===== src/rtl/clk_en_divider.sv =====
// Fractional clock-enable synthesizer: a phase accumulator emits single-cycle ce pulses at an
// average rate of CLK*MUL/DIV, with req/ack run-time reconfiguration and a lock indicator.
module clk_en_divider #(
    parameter int ACC_W       = 8,
    parameter int DEF_MUL     = 5,
    parameter int DEF_DIV     = 6,
    parameter int LOCK_PULSES = 16
) (
    input  logic             CLK,
    input  logic             RST,
    input  logic             run,
    input  logic [ACC_W-1:0] cfg_mul,
    input  logic [ACC_W-1:0] cfg_div,
    input  logic             cfg_req,
    output logic             cfg_ack,
    output logic             cfg_err,
    output logic             ce,
    output logic             ce_half,
    output logic             locked
);

    typedef enum logic [1:0] {
        S_IDLE,
        S_CHECK,
        S_ACK,
        S_WAIT
    } state_t;

    state_t           r_state;
    logic [ACC_W-1:0] r_acc;
    logic [ACC_W-1:0] r_mul;
    logic [ACC_W-1:0] r_div;
    logic [ACC_W-1:0] r_req_mul;
    logic [ACC_W-1:0] r_req_div;
    logic             r_ce;
    logic             r_ce_half;
    logic             r_locked;
    logic             r_cfg_ack;
    logic             r_cfg_err;
    logic [15:0]      r_lock_cnt;

    logic [ACC_W:0]   w_sum;
    logic [ACC_W:0]   w_sum_sub;
    logic             w_ovf;
    logic             w_cfg_valid;
    logic             w_apply;
    logic             w_ce_next;
    logic [15:0]      w_lock_cnt_next;

    // MUL <= DIV keeps acc < DIV, so the ACC_W+1 bit sum never overflows.
    assign w_sum       = {1'b0, r_acc} + {1'b0, r_mul};
    assign w_sum_sub   = w_sum - {1'b0, r_div};
    assign w_ovf       = (w_sum >= {1'b0, r_div});
    assign w_cfg_valid = (r_req_mul != '0) && (r_req_div != '0) && (r_req_mul <= r_req_div);
    assign w_apply     = (r_state == S_CHECK) && w_cfg_valid;
    assign w_ce_next   = !w_apply && run && w_ovf;

    assign w_lock_cnt_next = (r_ce && (r_lock_cnt != 16'hFFFF)) ? r_lock_cnt + 16'd1 : r_lock_cnt;

    always_ff @(posedge CLK) begin
        if (RST) begin
            r_acc      <= '0;
            r_mul      <= ACC_W'(DEF_MUL);
            r_div      <= ACC_W'(DEF_DIV);
            r_ce       <= 1'b0;
            r_ce_half  <= 1'b0;
            r_lock_cnt <= '0;
            r_locked   <= 1'b0;
        end else begin
            r_ce      <= w_ce_next;
            r_ce_half <= r_ce_half ^ w_ce_next;
            if (w_apply) begin
                r_mul <= r_req_mul;
                r_div <= r_req_div;
                r_acc <= '0;
            end else if (run) begin
                r_acc <= w_ovf ? w_sum_sub[ACC_W-1:0] : w_sum[ACC_W-1:0];
            end
            if (w_apply || !run) begin
                r_lock_cnt <= '0;
                r_locked   <= 1'b0;
            end else begin
                r_lock_cnt <= w_lock_cnt_next;
                r_locked   <= (w_lock_cnt_next >= 16'(LOCK_PULSES));
            end
        end
    end

    always_ff @(posedge CLK) begin
        if (RST) begin
            r_state   <= S_IDLE;
            r_req_mul <= '0;
            r_req_div <= '0;
            r_cfg_ack <= 1'b0;
            r_cfg_err <= 1'b0;
        end else begin
            // NOTE: these defaults are overridden by the later non-blocking writes in S_CHECK,
            // which is what makes cfg_ack a single-cycle pulse without extra state.
            r_cfg_ack <= 1'b0;
            r_cfg_err <= 1'b0;
            case (r_state)
                S_IDLE: begin
                    if (cfg_req) begin
                        r_req_mul <= cfg_mul;
                        r_req_div <= cfg_div;
                        r_state   <= S_CHECK;
                    end
                end
                S_CHECK: begin
                    r_cfg_ack <= 1'b1;
                    r_cfg_err <= !w_cfg_valid;
                    r_state   <= S_ACK;
                end
                S_ACK: r_state <= S_WAIT;
                S_WAIT: begin
                    if (!cfg_req) r_state <= S_IDLE;
                end
                default: r_state <= S_IDLE;
            endcase
        end
    end

    assign cfg_ack = r_cfg_ack;
    assign cfg_err = r_cfg_err;
    assign ce      = r_ce;
    assign ce_half = r_ce_half;
    assign locked  = r_locked;

endmodule


===== config.mk =====
export PLATFORM = sky130hd
export DESIGN_NAME = clk_en_divider
export DESIGN_NICKNAME = d
export VERILOG_FILES = /design/src/rtl/clk_en_divider.sv
export SDC_FILE = /design/constraint.sdc
export NUM_CORES = 1
export LEC_CHECK = 0
export ABC_AREA = 1
export CAP_MARGIN = 20
export CELL_PAD_IN_SITES_DETAIL_PLACEMENT = 1
export CELL_PAD_IN_SITES_GLOBAL_PLACEMENT = 2
export CORE_MARGIN = 2
export CORE_UTILIZATION = 30
export DETAILED_ROUTE_END_ITERATION = 10
export DONT_BUFFER_PORTS = 1
export GPL_TIMING_DRIVEN = 1
export PLACE_DENSITY = 0.71
export SLEW_MARGIN = 15
export SYNTH_ARGS = -nofsm -noshare
export SYNTH_HDL_FRONTEND = slang
export SYNTH_SLANG_ARGS = --single-unit

===== constraint.sdc =====
create_clock -name CLK -period 8.2 [get_ports CLK]
set_clock_uncertainty 0.15 [all_clocks]
set_input_delay 1.23 -clock CLK [delete_from_list [all_inputs] [get_ports CLK]]
set_output_delay 1.23 -clock CLK [all_outputs]
set_load 0.02 [all_outputs]

# After elaboration in Yosys (flattened, before gate mapping)
# Cells that the tools add are included.
# classes
muxes,6
n_eq_ne,6
reduce_logical,18
n_bitwise,2
order_cmp,3
addsub,3
# op_table
op,count
$add 16x1->16 const B,1
$ge 16x5->1 const B,1
$mux 16,1
$ne 16x16->1 const B,1
$reduce_bool 8->1,2
$add 8x8->9,1
$ge 9x8->1,1
$le 8x8->1,1
$mux 8,1
$pmux 2 s4,1
$sub 8x8->8,1
$logic_and 1x1->1,6
$reduce_or 2->1,3
$eq 2x2->1 const B,2
$mux 2,2
$ne 2x2->1 const B,2
$reduce_and 2->1,2
$logic_not 1->1,3
$eq 2x1->1 const B,1
$logic_not 2->1,1
$logic_or 1x1->1,1
$mux 1,1
$not 1->1,1
$xor 1x1->1,1
# totals
in_bits,20
out_inout_bits,5
ff_bits,63

# Longest topological paths before layout
# Gate-level depths: netlist of the first run.
# logic_depth
word_depth,8
depth_mapped,20
depth_no_buf,20

# Least setup slack after synthesis of the first run
# No wires, ideal clock.
# synth_path
path_type,register to register
from,register r_acc[0]
to,"register r_ce_half, in the netlist ce_half"
n_path_buf,0
slack_ns,5.382
arrival_time_ns,2.553
period_less_slack_ns,2.818
path_stages_with_launch,19
setup_ns,0.115
cell_sequence,dfxtp_1 -> ha_1 -> fa_1 -> nand3_1 -> nand2_1 -> nand2_1 -> nand2_1 -> xnor2_1 -> inv_1 -> ha_1 -> nand2_1 -> nor2_1 -> a21o_1 -> nor2_2 -> nand3_4 -> inv_2 -> nor2_1 -> a21oi_1 -> nor2_1
# synth_via
elab_chain_cells,4
# synth_rtl
element,line,source
from (decl),30,logic [ACC_W-1:0] r_acc;
from (signal assigned),77,r_acc <= w_ovf ? w_sum_sub[ACC_W-1:0] : w_sum[ACC_W-1:0];
$add 8x8->9,51,"assign w_sum = {1'b0, r_acc} + {1'b0, r_mul};"
$ge 9x8->1,53,"assign w_ovf = (w_sum >= {1'b0, r_div});"
$logic_and 1x1->1,56,assign w_ce_next = !w_apply && run && w_ovf;
$xor 1x1->1,71,r_ce_half <= r_ce_half ^ w_ce_next;
to (signal assigned),71,
to (decl),36,logic r_ce_half;
# Every way passes these cells.
# A chain may end at the register's enable or synchronous reset.

# Worst setup path in the final report of the first run
# Ends and elaborated chain as after synthesis.

==> results of run 1 <==
cell usage in the layout (no fill, tap or decap), types with 2 or more instances in the layout:
| cell type | instances |
|---|---|
| nand4_1 | 11 |
| nand3_1 | 26 |
| nand3_2 | 2 |
| o211ai_1 | 4 |
| clkinvlp_4 | 2 |
| clkbuf_16 | 9 |
| nand3b_1 | 4 |
| xor2_1 | 8 |
| a21oi_1 | 57 |
| nor2_1 | 54 |
| o21ai_0 | 22 |
| nor3_1 | 2 |
| inv_1 | 55 |
| fa_1 | 2 |
| xnor2_1 | 5 |
| nand2_1 | 149 |
| dfxtp_1 | 63 |
| a21o_1 | 2 |
| inv_2 | 2 |
| ha_1 | 30 |
| nand2_2 | 9 |
| a21boi_0 | 2 |
| nor4_1 | 2 |
| bufinv_16 | 3 |
| nor2_2 | 6 |
cell families after synthesis:
kind of cell / after synthesis / share of synthesized area, %
simple gates: 269 / 31.4
fa+ha+maj: 32 / 11.1
buf+inv: 70 / 7.40
flops: 63 / 33.8
mux: 1 / 0.301
xor+xnor: 13 / 3.05
compound gates: 91 / 13.0
power by group:
part / internal (W) / total [W] / switching, W / leakage (nW)
sequential: 0.000368 / 0.000425 / 0.0000565 / 0.514
combinational: 0.000258 / 0.000714 / 0.000456 / 1.17
clock: 0.000305 / 0.000449 / 0.000144 / 0.162
total: 0.000932 / 0.00159 / 0.000656 / 1.85
layout make-up:
class / count / share of cell area [%]
clock inverter: 5 / 2.48
tap: 168 / 4.96
multi-input combinational: 406 / 51.9
clock buffer: 11 / 5.73
inverter: 58 / 5.14
sequential: 63 / 29.8
worst register-to-register path: stages, from the launching register on:
cell and delay (ns):
dfxtp_1 0.32, ha_1 0.22, fa_1 0.41, nand3_1 0.09, nand2_1 0.11, nand2_1 0.08, nand2_1 0.06, xnor2_1 0.13
inv_1 0.08, ha_1 0.32, nand2_1 0.11, nor2_1 0.07, a21o_1 0.17, nor2_2 0.16, nand3_4 0.15, inv_2 0.16
nor2_1 0.07, nand3_1 0.07, nand2_1 0.08, nor2_1 0.11
worst min-delay path by stage:
stage / from / end / slack [ns] / depth (start not counted)
finish: r_div[3]$_SDFFE_PP0P_ / r_div[3]$_SDFFE_PP0P_ / 0.31 / 2
global route: r_req_div[4]$_SDFFE_PP0P_ / r_div[4]$_SDFFE_PP0P_ / 0.34 / 2
CTS: r_div[7]$_SDFFE_PP0P_ / r_div[7]$_SDFFE_PP0P_ / 0.31 / 2
detailed placement: r_div[7]$_SDFFE_PP0P_ / r_div[7]$_SDFFE_PP0P_ / 0.30 / 2
global placement: r_div[7]$_SDFFE_PP0P_ / r_div[7]$_SDFFE_PP0P_ / 0.30 / 2
floorplan: r_req_div[4]$_SDFFE_PP0P_ / r_div[4]$_SDFFE_PP0P_ / 0.28 / 2
flip-flops by register name, summed over array words and instances (netlist names):
register    cells
r_lock_cnt     16
r_acc           8
r_div           8
r_mul           8
r_req_div       8
r_req_mul       8
r_state         2
ce              1
ce_half         1
cfg_ack         1
cfg_err         1
locked          1
layer usage:
| metal | track usage, % | share of wire [%] | vias to the layer above | wire length, µm |
|---|---|---|---|---|
| met1 | 22.7 | 54 | 1577 | 5260 |
| met4 | 5.54 | 1.5 | 0 | 145 |
| met5 | 0 | 0 | - | 0 |
| met2 | 23.1 | 42 | 27 | 4100 |
| met3 | 3.03 | 2.4 | 12 | 236 |
| li1 | - | - | 1752 | - |
through the flow:
stage	total power (W)	std cells
2_1_floorplan	0.000984	539
3_3_place_gp	0.00113	695
3_5_place_dp	0.00115	695
4_1_cts	0.00161	711
5_1_grt	0.00174	711
6_report	0.00159	711
==> results.yml, run 1 <==
finish:
  fill_cells: 1542
  area_growth_pct: 13.4
  design_area_um2: 4240
  fin_util_pct: 35.1
  diodes: 0
  regArea_um2: 1260
  nNetsFinal: 590
  multi_input_area_um2: 2200
  drive_gt1_share_pct: 7.18
placement:
  dpl-instance-area_um2: 3890
  portBuffers: 0
  dpl.hpwl_um: 7530
  finalWeightedCongestion: 0.795
  pre_cts_slack_ns: 5.01
timing:
  min_period_ns: 3.18
  tns_ns: 0
  worst_pin_slew_ns: 0.733
  max_freq_mhz: 315
  setup_ws_ns: 5.02
  setup_violations: 0
  holdWs_ns: 0.307
  finalHoldViolations: 0
  slew_headroom_pct: 51.1
  drv_slew: 0
  min_period_over_period_pct: 38.8
  rsz0062_at_grt: "no"
clocking:
  clk-insertion-delay-late_ns: 0.33
  clock-root-buffer: "clkbuf_16"
  htreeDepth: 3
  clock_sinks: 63
  cts_hold_buf: 0
  postCtsResizedCells: 0
  cts_made_buffers: 9
  cts_buffer_depth: 2
  post-cts-setup-buffers: 0
  clk_pin_slew_ns: 0.06
  cts_tree: "yes"
critical_path:
  cpPeakStageDelay_ns: 0.41
  cp.required_ns: 8.32
  crit_start: "r_acc[0]$_SDFFE_PP0P_"
  reg2reg_slack_ns: 5.02
  ff2ff_path_depth: 19
  crit_top_cell: "nand2_1"
  cp-end-kind: "flip-flop"
  worst-path-stages: 19
  critPathMaxFanout: 9
  startpoint_type: "flip-flop"
  rr_endpoint: "ce_half$_SDFF_PP0_"
  cp_slowest_cell: "fa_1"
  crit_chain: "ha_1 > fa_1 > nand3_1 > nand2_1 > nand2_1 > nand2_1 > xnor2_1 > inv_1 > ha_1 > nand2_1 > nor2_1 > a21o_1 > nor2_2 > nand3_4 > inv_2 > nor2_1 > nand3_1 > nand2_1 > nor2_1"
  timing.rr.start: "r_acc[0]$_SDFFE_PP0P_"
  worst_ep_arrival_time_ns: 3.30
  crit_type: "flip-flop to flip-flop"
  critical_path.top_delay_family: "simple AND/OR/NAND/NOR gates"
  crit_end: "ce_half$_SDFF_PP0_"
  path_buf_inv: 2
grt:
  grt_start_max_net_pins: 26
  grt_pass1_wl_um: 16400
  grt_remaining_overflow: 0
  groute.usage.overall_pct: 15.7
  antenna_found_initial: 0
  first_global_vias: 3373
logic_synthesis:
  ys_seq_elements: 63
  synth_top_area_share_pct: 33.8
  seq_area_frac_synth_pct: 33.8
  yosysTopAreaCell: "dfxtp_1"
  synthTopCellsByArea: "dfxtp_1 (34%), nand2_1 (15%), ha_1 (10%)"
  ys_async_sr_fraction_pct: 0
  synth_cell_types: 35
  ys_warn_count: 0
  synth_edf_count: 0
  syn_area_per_cell_um2: 6.93
  synthCells: 539
  synth_common_cells: "nand2_1 (149), dfxtp_1 (63), a21oi_1 (57), inv_1 (55), nor2_1 (54)"
  synth_area_um2: 3740
  ys.flop_type: "dfxtp_1"
  synth_most_common_cell: "nand2_1"
  synth_fp_nets: 591
status:
  outcome: "finished clean"
route:
  wl_per_cell_um: 13.7
  vias: 3368
  routed_via_density: 4.74
  drc: 0
  drtIter0Drc: 114
  ant_nets: 0
  drtPass1Iterations: 4
  wl_um: 9740
floorplanning:
  num_rows: 40
  fp.dieW_um: 116
  coreArea_um2: 12100
  dieArea_um2: 13400
  pin_count: 25
  initial_utilization_pct: 31.0
  fp.dieH_um: 116
pwr:
  ir_drop_v: 0.000140
  p_leak_nw: 1.85
  power.density_nw_per_um2: 375
min_path:
  hold_path.class: "flip-flop to flip-flop"
job:
  drv_cap: 0
Power figures use the tool's default switching activity.
==> run 2: changes to the inputs <==
PLACE_DENSITY = 0.73   (was 0.71)
clock period = 2.84 ns   (was 8.2 ns; I/O delays follow)
==> run 2 against run 1 <==
Compared with the run above: the flow now finishes with violations (negative setup slack); non-clock buffer count rose by 28; highest routed layer unchanged; sequential power rose to 2.9 times the previous value; utilization rose by 3.0 points; die area did not move; final area rose by 8.6%; first-iteration DRC count rose by 6.1%; via count rose by 2.9%; global-route usage rose by 1.3 points; final cell count rose by 3.9%; worst hold slack got worse by 0.30 ns; combinational power rose to 4.0 times the previous value; wire length rose by 7.5%.
==> results.yml, run 2 (synthesis results as in run 1) <==
clocking:
  cts_tree: "yes"
  cts_made_buffers: 9
  clock-root-buffer: "clkbuf_16"
  clk-insertion-delay-late_ns: 0.33
  htreeDepth: 3
  cts_buffer_depth: 2
  clock_sinks: 63
  clk_pin_slew_ns: 0.05
floorplanning:
  pin_count: 25
  fp.dieW_um: 116
  dieArea_um2: 13400
  initial_utilization_pct: 31.0
  fp.dieH_um: 116
  num_rows: 40
  coreArea_um2: 12100
critical_path:
  path_buf_inv: 2
  crit_chain: "ha_4 > fa_2 > buf_4 > xor2_2 > ha_1 > nand2_1 > nor2_2 > a21o_1 > nor2_4 > nand3_4 > buf_4 > nand3_1 > nand3_1 > a21oi_1"
  critical_path.top_delay_family: "adder cells"
  reg2reg_slack_ns: -0.05
  startpoint_type: "flip-flop"
  cp.required_ns: 2.95
  cpPeakStageDelay_ns: 0.36
  ff2ff_path_depth: 14
  worst_ep_arrival_time_ns: 3.00
  crit_type: "flip-flop to flip-flop"
  rr_endpoint: "r_acc[5]$_SDFFE_PP0P_"
  timing.rr.start: "r_acc[0]$_SDFFE_PP0P_"
  cp-end-kind: "flip-flop"
  critPathMaxFanout: 5
  cp_slowest_cell: "fa_2"
finish:
  final_common_cell: "nand2_1"
  diodes: 0
  fin_util_pct: 38.1
  fill_cells: 1503
  largest_register_ffs: 16
  layout_common_cells: "nand2_1 (144), dfxtp_1 (59), inv_1 (54), a21oi_1 (53), nor2_1 (51)"
  drive_gt1_share_pct: 17.5
  nNetsFinal: 618
  area_growth_pct: 23.1
  design_area_um2: 4600
  regMostFlops: "r_lock_cnt"
pwr:
  power.density_nw_per_um2: 1110
  ir_drop_v: 0.000399
  p_leak_nw: 1.98
  total_power_w: 0.00511
timing:
  slew_headroom_pct: 69.9
  setup_violations: 5
  max_freq_mhz: 346
  min_period_ns: 2.89
  worst_pin_slew_ns: 0.446
  min_period_over_period_pct: 102
  drv_slew: 0
  finalHoldViolations: 0
  tns_ns: -0.138
  rsz0062_at_grt: "yes"
  holdWs_ns: 0.0104
  setup_ws_ns: -0.0500
min_path:
  min_from: "RST"
  hold_path.class: "primary input to flip-flop"
  hold_end: "r_mul[3]$_SDFFE_PP0P_"
  holdPathStages: 1
grt:
  grt_remaining_overflow: 0
  grt_start_max_net_pins: 22
  antenna_found_initial: 0
  first_global_vias: 3539
  groute.usage.overall_pct: 17.0
  grt_pass1_wl_um: 17600
route:
  routed_via_density: 4.69
  drtIter0Drc: 121
  vias: 3467
  ant_nets: 0
  drtPass1Iterations: 4
  drc: 0
  wl_um: 10500
  wl_per_cell_um: 14.2
status:
  failed_checks: "negative setup slack"
  outcome: "complete, but fails checks"
placement:
  dpl-instance-area_um2: 4050
  finalWeightedCongestion: 0.783
  portBuffers: 0
  dpl.hpwl_um: 7870
job:
  drv_cap: 0
-- run 2: cell types whose count changed in the layout (fill, tap and decap cells not counted), moves of 5 or more --
cell / change
nand3_1: -5
ha_1: -7
nand2_1: -5
buf_4: +24
ha_4: +6
-- run 2: worst max-delay path by stage --
stage	endpoint	start	slack, ns	cells past startpoint
after detailed placement	r_acc[3]$_SDFFE_PP0P_	r_acc[0]$_SDFFE_PP0P_	-0.24	19
after global routing	r_acc[3]$_SDFFE_PP0P_	r_acc[0]$_SDFFE_PP0P_	-0.18	19
after floorplan	ce_half$_SDFF_PP0_	r_acc[0]$_SDFFE_PP0P_	0.02	18
final	r_acc[5]$_SDFFE_PP0P_	r_acc[0]$_SDFFE_PP0P_	-0.05	14
after CTS	r_acc[3]$_SDFFE_PP0P_	r_acc[0]$_SDFFE_PP0P_	-0.02	19
after global placement	ce_half$_SDFF_PP0_	r_acc[0]$_SDFFE_PP0P_	-0.09	20
-- run 2: power breakdown --
group / total [W] / switching, W / leakage (nW) / internal [W]
Combinational: 0.00284 / 0.00159 / 1.32 / 0.00125
Clock: 0.00104 / 0.000405 / 0.142 / 0.000632
Sequential: 0.00124 / 0.000171 / 0.515 / 0.00107
-- run 2: stage by stage --
stage | setup WS, ns | std cells
after floorplan | 0.0221 | 539
after global placement | -0.0904 | 717
after detailed placement | -0.238 | 717
after CTS | -0.0228 | 735
after global routing | -0.184 | 739
final | -0.0500 | 739
-- run 2: area by class of cell --
class	instances	area [µm²]	share of cell area (%)
Clock inverter	4	20.0	0.435
Tap cell	168	210	4.57
Multi-Input combinational cell	406	2400	52.2
Sequential cell	63	1270	27.5
Timing Repair Buffer	28	223	4.84
Inverter	58	223	4.84
Clock buffer	12	256	5.58
-- run 2: metal layers --
metal | vias to the layer above | routed length [µm] | track usage, % | part of all wire (%)
met3 | 10 | 259 | 3.09 | 2.5
met1 | 1619 | 5300 | 23.0 | 51
met2 | 31 | 4760 | 27.4 | 45
met5 | - | 0 | 0 | 0
met4 | 0 | 146 | 5.30 | 1.4
li1 | 1807 | - | - | -
-- run 2: repair_timing --
item / CTS / global route
hold endpoints to repair: 8 / 0
gates cloned: 0 / 0
pin swaps: 3 / 8
setup endpoints to repair: 10 / 10
hold buffers: 2 / 0
setup buffers: 0 / 4
gates resized for setup: 22 / 25
-- run 2: worst register-to-register path, delay by kind of cell (launching register included) --
kind / cells / cell delay (ns)
AOI/OAI and AO/OA: 2 / 0.33
xor gates and xnor gates: 1 / 0.18
adders and majority gates: 3 / 0.86
buffers and inverters: 2 / 0.32
DFF: 1 / 0.33
and+or+nand+nor: 6 / 0.64
==> run 3: changes to the inputs <==
CORE_ASPECT_RATIO = 0.8   (was unset)
==> run 3 against run 2 <==
Compared with the run above: the flow still finishes with violations (negative setup slack); setup slack got worse by 0.024 ns; count of clock-buffer cells in the layout did not move; first-iteration DRC count fell by 29%; register-to-register slack got worse by 0.02 ns; final area rose by 2.3%; sequential share of layout area fell by 0.62 points; maximum frequency fell by 0.83%; utilization rose by 0.55 points; power rose by 11%; wire length rose by 1.3%; combinational power rose by 12%; critical endpoint is now r_acc[2]$_SDFFE_PP0P_; largest cell class unchanged.
==> results.yml, run 3 (synthesis results as in run 1) <==
timing:
  worst_pin_slew_ns: 0.431
  setup_ws_ns: -0.0742
  slew_headroom_pct: 71.2
  drv_slew: 0
  max_freq_mhz: 343
  min_period_ns: 2.91
  rsz0062_at_grt: "yes"
  min_period_over_period_pct: 103
  setup_violations: 8
  finalHoldViolations: 0
  holdWs_ns: 0.00958
critical_path:
  cp-end-kind: "flip-flop"
  critical_path.top_delay_family: "adder cells"
  critPathMaxFanout: 7
  crit_chain: "ha_4 > fa_2 > nand3_2 > nand2_2 > nand2_1 > nand2_1 > xnor2_1 > inv_1 > ha_4 > nand2_4 > nor2_2 > a21o_1 > nor2_4 > nand3_4 > buf_6 > nand2_4 > nand3_2 > a21oi_2"
  cp_slowest_cell: "fa_2"
  startpoint_type: "flip-flop"
  crit_type: "flip-flop to flip-flop"
  cp.required_ns: 2.95
  cpPeakStageDelay_ns: 0.37
  worst_ep_arrival_time_ns: 3.03
  path_buf_inv: 2
route:
  ant_nets: 0
  routed_via_density: 4.82
  wl_per_cell_um: 14.7
  drtPass1Iterations: 6
  wl_um: 10600
  drc: 0
  vias: 3487
  drtIter0Drc: 86
finish:
  nNetsFinal: 619
  regMostFlops: "r_lock_cnt"
  layout_common_cells: "nand2_1 (138), dfxtp_1 (59), inv_1 (55), a21oi_1 (51), nor2_1 (51)"
  largest_register_ffs: 16
  fill_cells: 1507
  fin_cells: 723
  diodes: 0
  final_common_cell: "nand2_1"
  fin_util_pct: 38.7
  area_growth_pct: 25.9
  drive_gt1_share_pct: 18.6
grt:
  grt_pass1_wl_um: 17600
  groute.usage.overall_pct: 16.5
  grt_remaining_overflow: 0
  antenna_found_initial: 0
  grt_start_max_net_pins: 22
  first_global_vias: 3472
floorplanning:
  dieArea_um2: 13400
  fp.dieH_um: 104
  coreArea_um2: 12200
  fp.dieW_um: 129
  pin_count: 25
  initial_utilization_pct: 30.7
  num_rows: 36
placement:
  finalWeightedCongestion: 0.797
  pre_cts_slack_ns: -0.187
  placedCellCount: 702
  portBuffers: 0
  dpl.hpwl_um: 7800
status:
  outcome: "complete, but fails checks"
  failed_checks: "negative setup slack"
clocking:
  clock-root-buffer: "clkbuf_16"
  clock_sinks: 63
  clk-insertion-delay-late_ns: 0.33
  htreeDepth: 3
  cts_made_buffers: 9
  cts_tree: "yes"
  cts_buffer_depth: 2
  clk_pin_slew_ns: 0.06
pwr:
  p_leak_nw: 2.04
  power.density_nw_per_um2: 1210
  ir_drop_v: 0.000470
  total_power_w: 0.00570
min_path:
  hold_path.class: "primary input to flip-flop"
job:
  drv_cap: 0
## run 3: cell types whose count changed in the layout (fill, tap and decap cells not counted), sizes merged
cell,previous run,this run
bufinv,0,3
dlygate4sd3,2,3
clkinv,5,1
## run 3: what timing repair did
action	4_1_cts	5_1_grt
hold endpoints to repair	8	0
hold buffers	3	0
setup endpoints to repair	10	10
buffers inserted	1	2
resized for setup	16	41
pin swaps	3	16
## run 3: final timing paths
path | startpoint | end | slack (ns) | cells past startpoint
worst min-delay path | RST | r_mul[3]$_SDFFE_PP0P_ | 0.01 | 1
worst min register to register | r_req_div[7]$_SDFFE_PP0P_ | r_div[7]$_SDFFE_PP0P_ | 0.31 | 2
worst max-delay path | r_acc[0]$_SDFFE_PP0P_ | r_acc[2]$_SDFFE_PP0P_ | -0.07 | 18
worst max register to register | r_acc[0]$_SDFFE_PP0P_ | r_acc[2]$_SDFFE_PP0P_ | -0.07 | 18
## run 3: through the flow
| step | cell area [µm²] | setup TNS (ns) |
|---|---|---|
| floorplan | 3740 | 0 |
| global placement | 4040 | -0.770 |
| detailed placement | 4040 | -1.34 |
| CTS | 4530 | 0 |
| global route | 4700 | -2.10 |
| finish | 4700 | -0.422 |
## run 3: worst reg2reg max path: stages, from the launching register on
cell	delay [ns]
dfxtp_2	0.33
ha_4	0.16
fa_2	0.37
nand3_2	0.07
nand2_2	0.05
nand2_1	0.07
nand2_1	0.06
xnor2_1	0.15
inv_1	0.11
ha_4	0.27
nand2_4	0.07
nor2_2	0.04
a21o_1	0.20
nor2_4	0.14
nand3_4	0.15
buf_6	0.17
nand2_4	0.05
nand3_2	0.09
a21oi_2	0.12
## run 3: layout make-up
cell class	instances	area [µm²]	share of cell area, %
multi-input combinational	406	2440	51.9
inverter	58	223	4.74
timing repair buffer	29	236	5.03
clock buffer	12	256	5.45
sequential	63	1270	26.9
tap	152	190	4.04
clock inverter	3	90.1	1.92
## run 3: per-layer routing
metal,track usage (%),vias up,part of all wire (%)
met1,25.0,1621,53
li1,-,1802,-
met4,6.37,0,1.9
met5,0,-,0
met3,2.84,17,3.3
met2,23.1,47,42
## run 3: power by group
group,internal (W),leakage [nW],switching (W)
Clock,0.000900,0.169,0.000399
Combinational,0.00137,1.36,0.00180
Sequential,0.00107,0.515,0.000162
